<file path="config.mk">
export PLATFORM = sky130hd
export DESIGN_NAME = write_buffer_flat
export DESIGN_NICKNAME = d
export VERILOG_FILES = /design/src/rtl/write_buffer_if.sv /design/src/rtl/write_buffer.sv /design/src/flat_wrapper.sv
export SDC_FILE = /design/constraint.sdc
export NUM_CORES = 1
export LEC_CHECK = 0
export ABC_CLOCK_PERIOD_IN_PS = 3400
export CORE_ASPECT_RATIO = 1.5
export CORE_UTILIZATION = 40
export DETAILED_ROUTE_END_ITERATION = 8
export MAX_ROUTING_LAYER = met4
export PLACE_DENSITY = 0.6
export SLEW_MARGIN = 10
export SYNTH_ARGS = -nofsm -noshare
export SYNTH_HDL_FRONTEND = slang
export SYNTH_SLANG_ARGS = --single-unit
</file>
<file path="constraint.sdc">
create_clock -name clk -period 3.4 [get_ports clk]
set_input_delay 0.51 -clock clk [delete_from_list [all_inputs] [get_ports clk]]
set_output_delay 0.51 -clock clk [all_outputs]
set_load 0.02 [all_outputs]
</file>
<file path="src/rtl/write_buffer_if.sv">
// Cache-side, fetch-side and memory-side signal bundle of the write buffer.
// The buffer connects through the slave modport; the master modport drives it.
interface write_buffer_if #(
  parameter int ADDR_LENGTH = 10,
  parameter int BLOCK_SIZE  = 32,
  parameter int DEPTH       = 4
);
  logic                         wr_en;
  logic [ADDR_LENGTH-1:0]       wr_addr;
  logic [BLOCK_SIZE-1:0]        wr_data;
  logic                         full;
  logic                         wr_drop;
  logic [$clog2(DEPTH):0]       count;
  logic                         rd_en;
  logic [ADDR_LENGTH-1:0]       rd_addr;
  logic [BLOCK_SIZE-1:0]        rd_data;
  logic                         rd_done;
  logic                         rd_busy;
  logic                         mem_enable;
  logic                         mem_write;
  logic [ADDR_LENGTH-1:0]       mem_addr;
  logic [BLOCK_SIZE-1:0]        mem_wdata;
  logic [BLOCK_SIZE-1:0]        mem_rdata;
  logic                         mem_done;

  modport master (
    output wr_en, wr_addr, wr_data, rd_en, rd_addr, mem_rdata, mem_done,
    input  full, wr_drop, count, rd_data, rd_done, rd_busy,
           mem_enable, mem_write, mem_addr, mem_wdata
  );

  modport slave (
    input  wr_en, wr_addr, wr_data, rd_en, rd_addr, mem_rdata, mem_done,
    output full, wr_drop, count, rd_data, rd_done, rd_busy,
           mem_enable, mem_write, mem_addr, mem_wdata
  );
endinterface

</file>
<file path="src/rtl/write_buffer.sv">
// Posted-write FIFO in front of main memory: drains writes in the background and
// serves block fetches from the youngest matching buffered write when present.
module write_buffer #(
  parameter int ADDR_LENGTH      = 10,
  parameter int BLOCK_SIZE       = 32,
  parameter int DEPTH            = 4,
  parameter int BYTE_SELECT_SIZE = $clog2(BLOCK_SIZE/8)
) (
  input  logic          clk,
  input  logic          reset,
  write_buffer_if.slave bus
);
  localparam int PTR_W = $clog2(DEPTH);
  localparam int CNT_W = PTR_W + 1;
  localparam logic [CNT_W-1:0] CNT_FULL = CNT_W'(DEPTH);

  localparam logic [1:0] S_IDLE  = 2'd0;
  localparam logic [1:0] S_HIT   = 2'd1;
  localparam logic [1:0] S_FETCH = 2'd2;
  localparam logic [1:0] S_DRAIN = 2'd3;

  logic [ADDR_LENGTH-1:0] addr_q [DEPTH];
  logic [BLOCK_SIZE-1:0]  data_q [DEPTH];
  logic [PTR_W-1:0]       wr_ptr_q, wr_ptr_d, rd_ptr_q, rd_ptr_d;
  logic [CNT_W-1:0]       count_q, count_d;
  logic                   full_q, full_d, wr_drop_q, wr_drop_d;
  logic [1:0]             state_q, state_d;
  logic                   rd_busy_q, rd_busy_d, rd_done_q, rd_done_d;
  logic [ADDR_LENGTH-1:0] pend_addr_q, pend_addr_d;
  logic [BLOCK_SIZE-1:0]  rd_data_q, rd_data_d;
  logic                   mem_enable_q, mem_enable_d, mem_write_q, mem_write_d;
  logic [ADDR_LENGTH-1:0] mem_addr_q, mem_addr_d;
  logic [BLOCK_SIZE-1:0]  mem_wdata_q, mem_wdata_d;
  logic                   push, pop, hit;
  logic [BLOCK_SIZE-1:0]  hit_data;

  // Full is the registered value, so a push on the popping cycle is still dropped.
  assign push = bus.wr_en && !full_q;

  // Walk oldest to youngest so the last valid match is the youngest one.
  always_comb begin
    hit      = 1'b0;
    hit_data = '0;
    for (int i = 0; i < DEPTH; i++) begin
      if ((CNT_W'(i) < count_q) &&
          (addr_q[rd_ptr_q + PTR_W'(i)][ADDR_LENGTH-1:BYTE_SELECT_SIZE] ==
           pend_addr_q[ADDR_LENGTH-1:BYTE_SELECT_SIZE])) begin
        hit      = 1'b1;
        hit_data = data_q[rd_ptr_q + PTR_W'(i)];
      end
    end
  end

  always_comb begin
    state_d      = state_q;
    rd_busy_d    = rd_busy_q;
    rd_done_d    = 1'b0;
    rd_data_d    = rd_data_q;
    pend_addr_d  = pend_addr_q;
    mem_enable_d = mem_enable_q;
    mem_write_d  = mem_write_q;
    mem_addr_d   = mem_addr_q;
    mem_wdata_d  = mem_wdata_q;
    pop          = 1'b0;

    if (bus.rd_en && !rd_busy_q) begin
      rd_busy_d   = 1'b1;
      pend_addr_d = bus.rd_addr;
    end

    case (state_q)
      S_IDLE: begin
        if (rd_busy_q) begin
          if (hit) begin
            state_d   = S_HIT;
            rd_data_d = hit_data;
            rd_done_d = 1'b1;
            rd_busy_d = 1'b0;
          end else begin
            state_d      = S_FETCH;
            mem_enable_d = 1'b1;
            mem_write_d  = 1'b0;
            mem_addr_d   = pend_addr_q;
          end
        end else if (count_q != '0) begin
          state_d      = S_DRAIN;
          mem_enable_d = 1'b1;
          mem_write_d  = 1'b1;
          mem_addr_d   = addr_q[rd_ptr_q];
          mem_wdata_d  = data_q[rd_ptr_q];
        end
      end
      S_HIT: state_d = S_IDLE;
      S_FETCH: begin
        if (bus.mem_done) begin
          state_d      = S_IDLE;
          rd_data_d    = bus.mem_rdata;
          rd_done_d    = 1'b1;
          rd_busy_d    = 1'b0;
          mem_enable_d = 1'b0;
        end
      end
      default: begin
        // Drains always run to completion; a waiting fetch is picked up in IDLE.
        if (bus.mem_done) begin
          state_d      = S_IDLE;
          pop          = 1'b1;
          mem_enable_d = 1'b0;
        end
      end
    endcase
  end

  always_comb begin
    wr_ptr_d  = push ? wr_ptr_q + 1'b1 : wr_ptr_q;
    rd_ptr_d  = pop  ? rd_ptr_q + 1'b1 : rd_ptr_q;
    count_d   = count_q + CNT_W'(push) - CNT_W'(pop);
    full_d    = (count_d == CNT_FULL);
    wr_drop_d = bus.wr_en && full_q;
  end

  always_ff @(posedge clk or posedge reset) begin
    if (reset) begin
      state_q      <= S_IDLE;
      wr_ptr_q     <= '0;
      rd_ptr_q     <= '0;
      count_q      <= '0;
      full_q       <= 1'b0;
      wr_drop_q    <= 1'b0;
      rd_busy_q    <= 1'b0;
      rd_done_q    <= 1'b0;
      rd_data_q    <= '0;
      mem_enable_q <= 1'b0;
      mem_write_q  <= 1'b0;
      mem_addr_q   <= '0;
      mem_wdata_q  <= '0;
    end else begin
      state_q      <= state_d;
      wr_ptr_q     <= wr_ptr_d;
      rd_ptr_q     <= rd_ptr_d;
      count_q      <= count_d;
      full_q       <= full_d;
      wr_drop_q    <= wr_drop_d;
      rd_busy_q    <= rd_busy_d;
      rd_done_q    <= rd_done_d;
      rd_data_q    <= rd_data_d;
      mem_enable_q <= mem_enable_d;
      mem_write_q  <= mem_write_d;
      mem_addr_q   <= mem_addr_d;
      mem_wdata_q  <= mem_wdata_d;
    end
  end

  // Entry storage and the pending fetch address are qualified by count/rd_busy.
  always_ff @(posedge clk) begin
    pend_addr_q <= pend_addr_d;
    if (push) begin
      addr_q[wr_ptr_q] <= bus.wr_addr;
      data_q[wr_ptr_q] <= bus.wr_data;
    end
  end

  assign bus.full       = full_q;
  assign bus.wr_drop    = wr_drop_q;
  assign bus.count      = count_q;
  assign bus.rd_data    = rd_data_q;
  assign bus.rd_done    = rd_done_q;
  assign bus.rd_busy    = rd_busy_q;
  assign bus.mem_enable = mem_enable_q;
  assign bus.mem_write  = mem_write_q;
  assign bus.mem_addr   = mem_addr_q;
  assign bus.mem_wdata  = mem_wdata_q;
endmodule
</file>
<file path="src/flat_wrapper.sv">
// flat-port wrapper written by rule: the top's interface ports become plain ports
module write_buffer_flat 
#(
  parameter int ADDR_LENGTH      = 10,
  parameter int BLOCK_SIZE       = 32,
  parameter int DEPTH            = 4,
  parameter int BYTE_SELECT_SIZE = $clog2(BLOCK_SIZE/8)
)
  (clk, reset, bus_wr_en, bus_wr_addr, bus_wr_data, bus_rd_en, bus_rd_addr, bus_mem_rdata, bus_mem_done, bus_full, bus_wr_drop, bus_count, bus_rd_data, bus_rd_done, bus_rd_busy, bus_mem_enable, bus_mem_write, bus_mem_addr, bus_mem_wdata);
  write_buffer_if #(.ADDR_LENGTH(ADDR_LENGTH), .BLOCK_SIZE(BLOCK_SIZE), .DEPTH(DEPTH)) bus_i ();
  input  logic clk;
  input  logic reset;
  input wire logic [$bits(bus_i.wr_en)-1:0] bus_wr_en;
  input wire logic [$bits(bus_i.wr_addr)-1:0] bus_wr_addr;
  input wire logic [$bits(bus_i.wr_data)-1:0] bus_wr_data;
  input wire logic [$bits(bus_i.rd_en)-1:0] bus_rd_en;
  input wire logic [$bits(bus_i.rd_addr)-1:0] bus_rd_addr;
  input wire logic [$bits(bus_i.mem_rdata)-1:0] bus_mem_rdata;
  input wire logic [$bits(bus_i.mem_done)-1:0] bus_mem_done;
  output wire logic [$bits(bus_i.full)-1:0] bus_full;
  output wire logic [$bits(bus_i.wr_drop)-1:0] bus_wr_drop;
  output wire logic [$bits(bus_i.count)-1:0] bus_count;
  output wire logic [$bits(bus_i.rd_data)-1:0] bus_rd_data;
  output wire logic [$bits(bus_i.rd_done)-1:0] bus_rd_done;
  output wire logic [$bits(bus_i.rd_busy)-1:0] bus_rd_busy;
  output wire logic [$bits(bus_i.mem_enable)-1:0] bus_mem_enable;
  output wire logic [$bits(bus_i.mem_write)-1:0] bus_mem_write;
  output wire logic [$bits(bus_i.mem_addr)-1:0] bus_mem_addr;
  output wire logic [$bits(bus_i.mem_wdata)-1:0] bus_mem_wdata;
  assign bus_i.wr_en = bus_wr_en;
  assign bus_i.wr_addr = bus_wr_addr;
  assign bus_i.wr_data = bus_wr_data;
  assign bus_i.rd_en = bus_rd_en;
  assign bus_i.rd_addr = bus_rd_addr;
  assign bus_i.mem_rdata = bus_mem_rdata;
  assign bus_i.mem_done = bus_mem_done;
  assign bus_full = bus_i.full;
  assign bus_wr_drop = bus_i.wr_drop;
  assign bus_count = bus_i.count;
  assign bus_rd_data = bus_i.rd_data;
  assign bus_rd_done = bus_i.rd_done;
  assign bus_rd_busy = bus_i.rd_busy;
  assign bus_mem_enable = bus_i.mem_enable;
  assign bus_mem_write = bus_i.mem_write;
  assign bus_mem_addr = bus_i.mem_addr;
  assign bus_mem_wdata = bus_i.mem_wdata;
  write_buffer #(.ADDR_LENGTH(ADDR_LENGTH), .BLOCK_SIZE(BLOCK_SIZE), .DEPTH(DEPTH), .BYTE_SELECT_SIZE(BYTE_SELECT_SIZE)) u_core (.clk(clk), .reset(reset), .bus(bus_i));
endmodule
</file>
==> key figures <==
Status
  – Status: complete, no violations

Floorplanning
  – CORE AREA: 36,100 sq um
  – Rows: 85
  – Starting density of the core: 40.8%
  – Die height: 237 um
  – # IOs: 172
  – Die ar.: 37,500 sq um
  – Die Width: 159 um

Cells and area
  – Area delta synth->final: 23.9%
  – # fillers: 3,201
  – Final nets: 1,479
  – Share of layout cells above drive strength 1: 18.2%
  – Reg area: 7580 sq um
  – Area of the multi-input gates: 6550 sq um
  – Final instance area: 18,200 sq um

Placement
  – Placement Cell Area: 17,200 sq um
  – IO buf count: 171
  – Gpl congestion: 0.873
  – HPWL after detailed placement: 26,400 um

Min path
  – Hold crit path type: primary input to asynchronous set/reset pin

Synthesis
  – Synth Net Count: 1,326
  – Yosys warning count: 0
  – Mean post-synth cell area: 12.0 sq um
  – Async set-reset flop share out of synthesis: 33.3%
  – Sequential element share of the synthesized area: 51.5%
  – Synth top area cells: edfxtp_1 36%, dfrtp_1 15%, mux4_2 11%
  – Distinct cells, synth: 58
  – Number of synthesized flops with an enable pin: 178
  – Ys flop type: edfxtp_1
  – Top cell type's share of synthesized area: 36.4%
  – Seq cells post-synth: 267
  – Mapped Area: 14,700 sq um
  – Post-synth top cells: 178 x edfxtp_1, 112 x nand2_1, 91 x mux2i_1, 89 x dfrtp_1
  – Count leader, synth: edfxtp_1
  – Dominant cell type by area after synthesis: edfxtp_1
  – Post-synthesis cell count: 1,228

Pwr
  – Clock power frac: 19.8%
  – Switching Share: 39.3%
  – Gate power share: 50.2%
  – Leak: 6.69 nW
  – Net switching power: 0.00664 W
  – PD cells: 929 nW/um^2
  – Reg power frac: 30.0%
  – Worst vdd ir: 0.616 mV
  – P_int: 0.0103 W

Timing
  – Setup TNS: 0 ns
  – Max Fclk: 0.309 GHz
  – Final Hold Fails: 0
  – Worst-Margin Slew: 1.11 ns
  – Unrepaired setup endpoints after global routing: false
  – Max-slew headroom: 25.8%
  – Crit share post-route: 95.1%
  – Max-slew violation count: 0
  – Worst clock skew: 0.0118 ns
  – Final setup viols: 0
  – Tmin final: 3.23 ns

Critical path
  – Crit path cell chain: buf_4, mux2_2, o21ai_1, nor4_1, o22ai_1, nor3_2, buf_4, or4_1, a2111oi_1, o31a_1
  – Setup CP Type: flop to flop
  – CP max-delay cell: or4_1
  – Critical Path RT: 3.90 ns
  – Worst-path maximum fanout: 13
  – CP max stage delay: 0.55 ns
  – Crit-path most repeated cell: buf_4
  – WP data arrival: 3.73 ns
  – CP Launch Type: flop
  – Kind of end point of the critical path: flop

Job
  – Max cap viols: 0

CTS
  – CTS tree: done
  – CTS Buffer Depth: 3
  – Sink Count: 267
  – Clk root buf: clkbuf_16
  – Worst-path clk slew: 0.06 ns
  – CTS buffer count: 28
  – Clk_lat worst skew: 0.56 ns
  – H-tree Lvls: 1

Detailed routing
  – Drt first pass iters: 4
  – Vias per cell: 5.60
  – WL final: 39,900 um
  – DR vias: 10,561
  – 1st-iter DRT viols: 564
  – DRT antenna net count: 0
  – Drt wl/cell: 21.2 um
  – Drt drc: 0

Global route
  – Vias in the first global route: 10,896
  – Gr usage total: 22.4%
  – First-pass GRT wire length: 61,200 um
  – Initial antenna violation count: 4
  – Aggregate global routing overflow: 0
  – Largest net degree at the start of global routing: 77
-- power groups by stage --
| stage | Combinational (W) | Clock (W) | Sequential (W) |
|---|---|---|---|
| after floorplan | 0.00527 | 0 | 0.00543 |
| after global routing | 0.00923 | 0.00353 | 0.00518 |
| after detailed placement | 0.00853 | 0 | 0.00514 |
| after global placement | 0.00845 | 0 | 0.00510 |
| after CTS | 0.00855 | 0.00341 | 0.00508 |
| final | 0.00850 | 0.00334 | 0.00508 |
-- registers in the layout, summed over array words and instances (netlist names) --
signal / count
u_core.data_q: 128
u_core.addr_q: 40
u_core.bus.mem_wdata: 32
u_core.bus.rd_data: 32
u_core.bus.mem_addr: 10
u_core.pend_addr_q: 10
u_core.bus.count: 3
u_core.rd_ptr_q: 2
u_core.state_q: 2
u_core.wr_ptr_q: 2
u_core.bus.full: 1
u_core.bus.mem_enable: 1
u_core.bus.mem_write: 1
u_core.bus.rd_busy: 1
u_core.bus.rd_done: 1
u_core.bus.wr_drop: 1
-- worst max-delay path: cells and delay by family (launching register included) --
| family | cells | cell delay (ns) |
|---|---|---|
| compound gates | 4 | 1.04 |
| buf+inv | 2 | 0.45 |
| flops | 1 | 0.53 |
| mux | 1 | 0.39 |
| simple gates | 3 | 0.77 |
-- metal layers --
metal / share of wire (%) / global-route usage (%) / vias up
li1: - / - / 4930
met1: 38 / 25.1 / 5220
met2: 53 / 39.2 / 325
met3: 4.9 / 3.02 / 86
met4: 3.7 / 10.1 / 0
met5: 0 / - / -
-- placed cells by master, fill, tap and decap left out, drive strengths merged, types with 52 or more instances in the layout --
cell	n
o21ai	74
edfxtp	178
nand3	63
nand2	112
mux2i	93
mux4	70
clkdlybuf4s50	171
buf	60
mux2	52
a21oi	64
dfrtp	89
nor2	74
-- timing repair --
item	4_1_cts	5_1_grt
setup buffers	0	1
hold buffers	0	0
resized for setup	0	4
endpoints found under the hold margin	0	0
endpoints found under the setup margin	0	21
-- cells by family (layout without fill, tap and decap cells) --
family / count (synthesis) / in the layout / synth area share [%]
XOR/XNOR: 35 / 35 / 2.09
AO/OA/AOI/OAI: 231 / 231 / 9.71
flip-flops: 267 / 267 / 51.5
buffers and inverters: 153 / 328 / 4.51
adder cells (fa/ha/maj): 9 / 9 / 0.817
multiplexers: 215 / 215 / 21.4
other: 0 / 4 / 0
AND/OR/NAND/NOR: 318 / 318 / 9.94
-- final timing paths --
path | startpoint | end | slack, ns | cells past startpoint
worst min register to register | u_core.bus.mem_wdata[24] | u_core.bus.mem_wdata[24] | 0.48 | 2
worst min-delay path | reset | u_core.bus.rd_data[31] | 0.35 | 2
max in group asynchronous | reset | u_core.bus.mem_wdata[24] | 2.37 | 3
worst max-delay path | u_core.rd_ptr_q[0] | u_core.bus.rd_data[0] | 0.17 | 10
worst max register to register | u_core.rd_ptr_q[0] | u_core.bus.rd_data[0] | 0.17 | 10
min in group clk | u_core.bus.mem_wdata[24] | u_core.bus.mem_wdata[24] | 0.48 | 2
-- area by class of cell --
| type | instances | share of cell area [%] |
|---|---|---|
| diodes | 4 | 0.0550 |
| clock buffers | 32 | 4.05 |
| clock inverters | 20 | 1.53 |
| inverters | 45 | 0.942 |
| multi-input cells | 808 | 36.0 |
| flip-flops and latches | 267 | 41.6 |
| well taps | 478 | 3.29 |
| repair buffers | 231 | 12.5 |
-- through the flow --
stage	util [%]	hold WS, ns	power, W	setup WS, ns	cells
after CTS	50.4	0.349	0.0170	0.0441	1880
final	50.5	0.348	0.0169	0.168	1885
after global routing	50.5	0.402	0.0179	0.0212	1885
after detailed placement	47.6	0.469	0.0137	0.0553	1828
after floorplan	-	0.543	0.0107	0.298	1228
after global placement	47.6	0.462	0.0136	0.104	1828
Note: power is estimated with default switching activity, not from simulation.
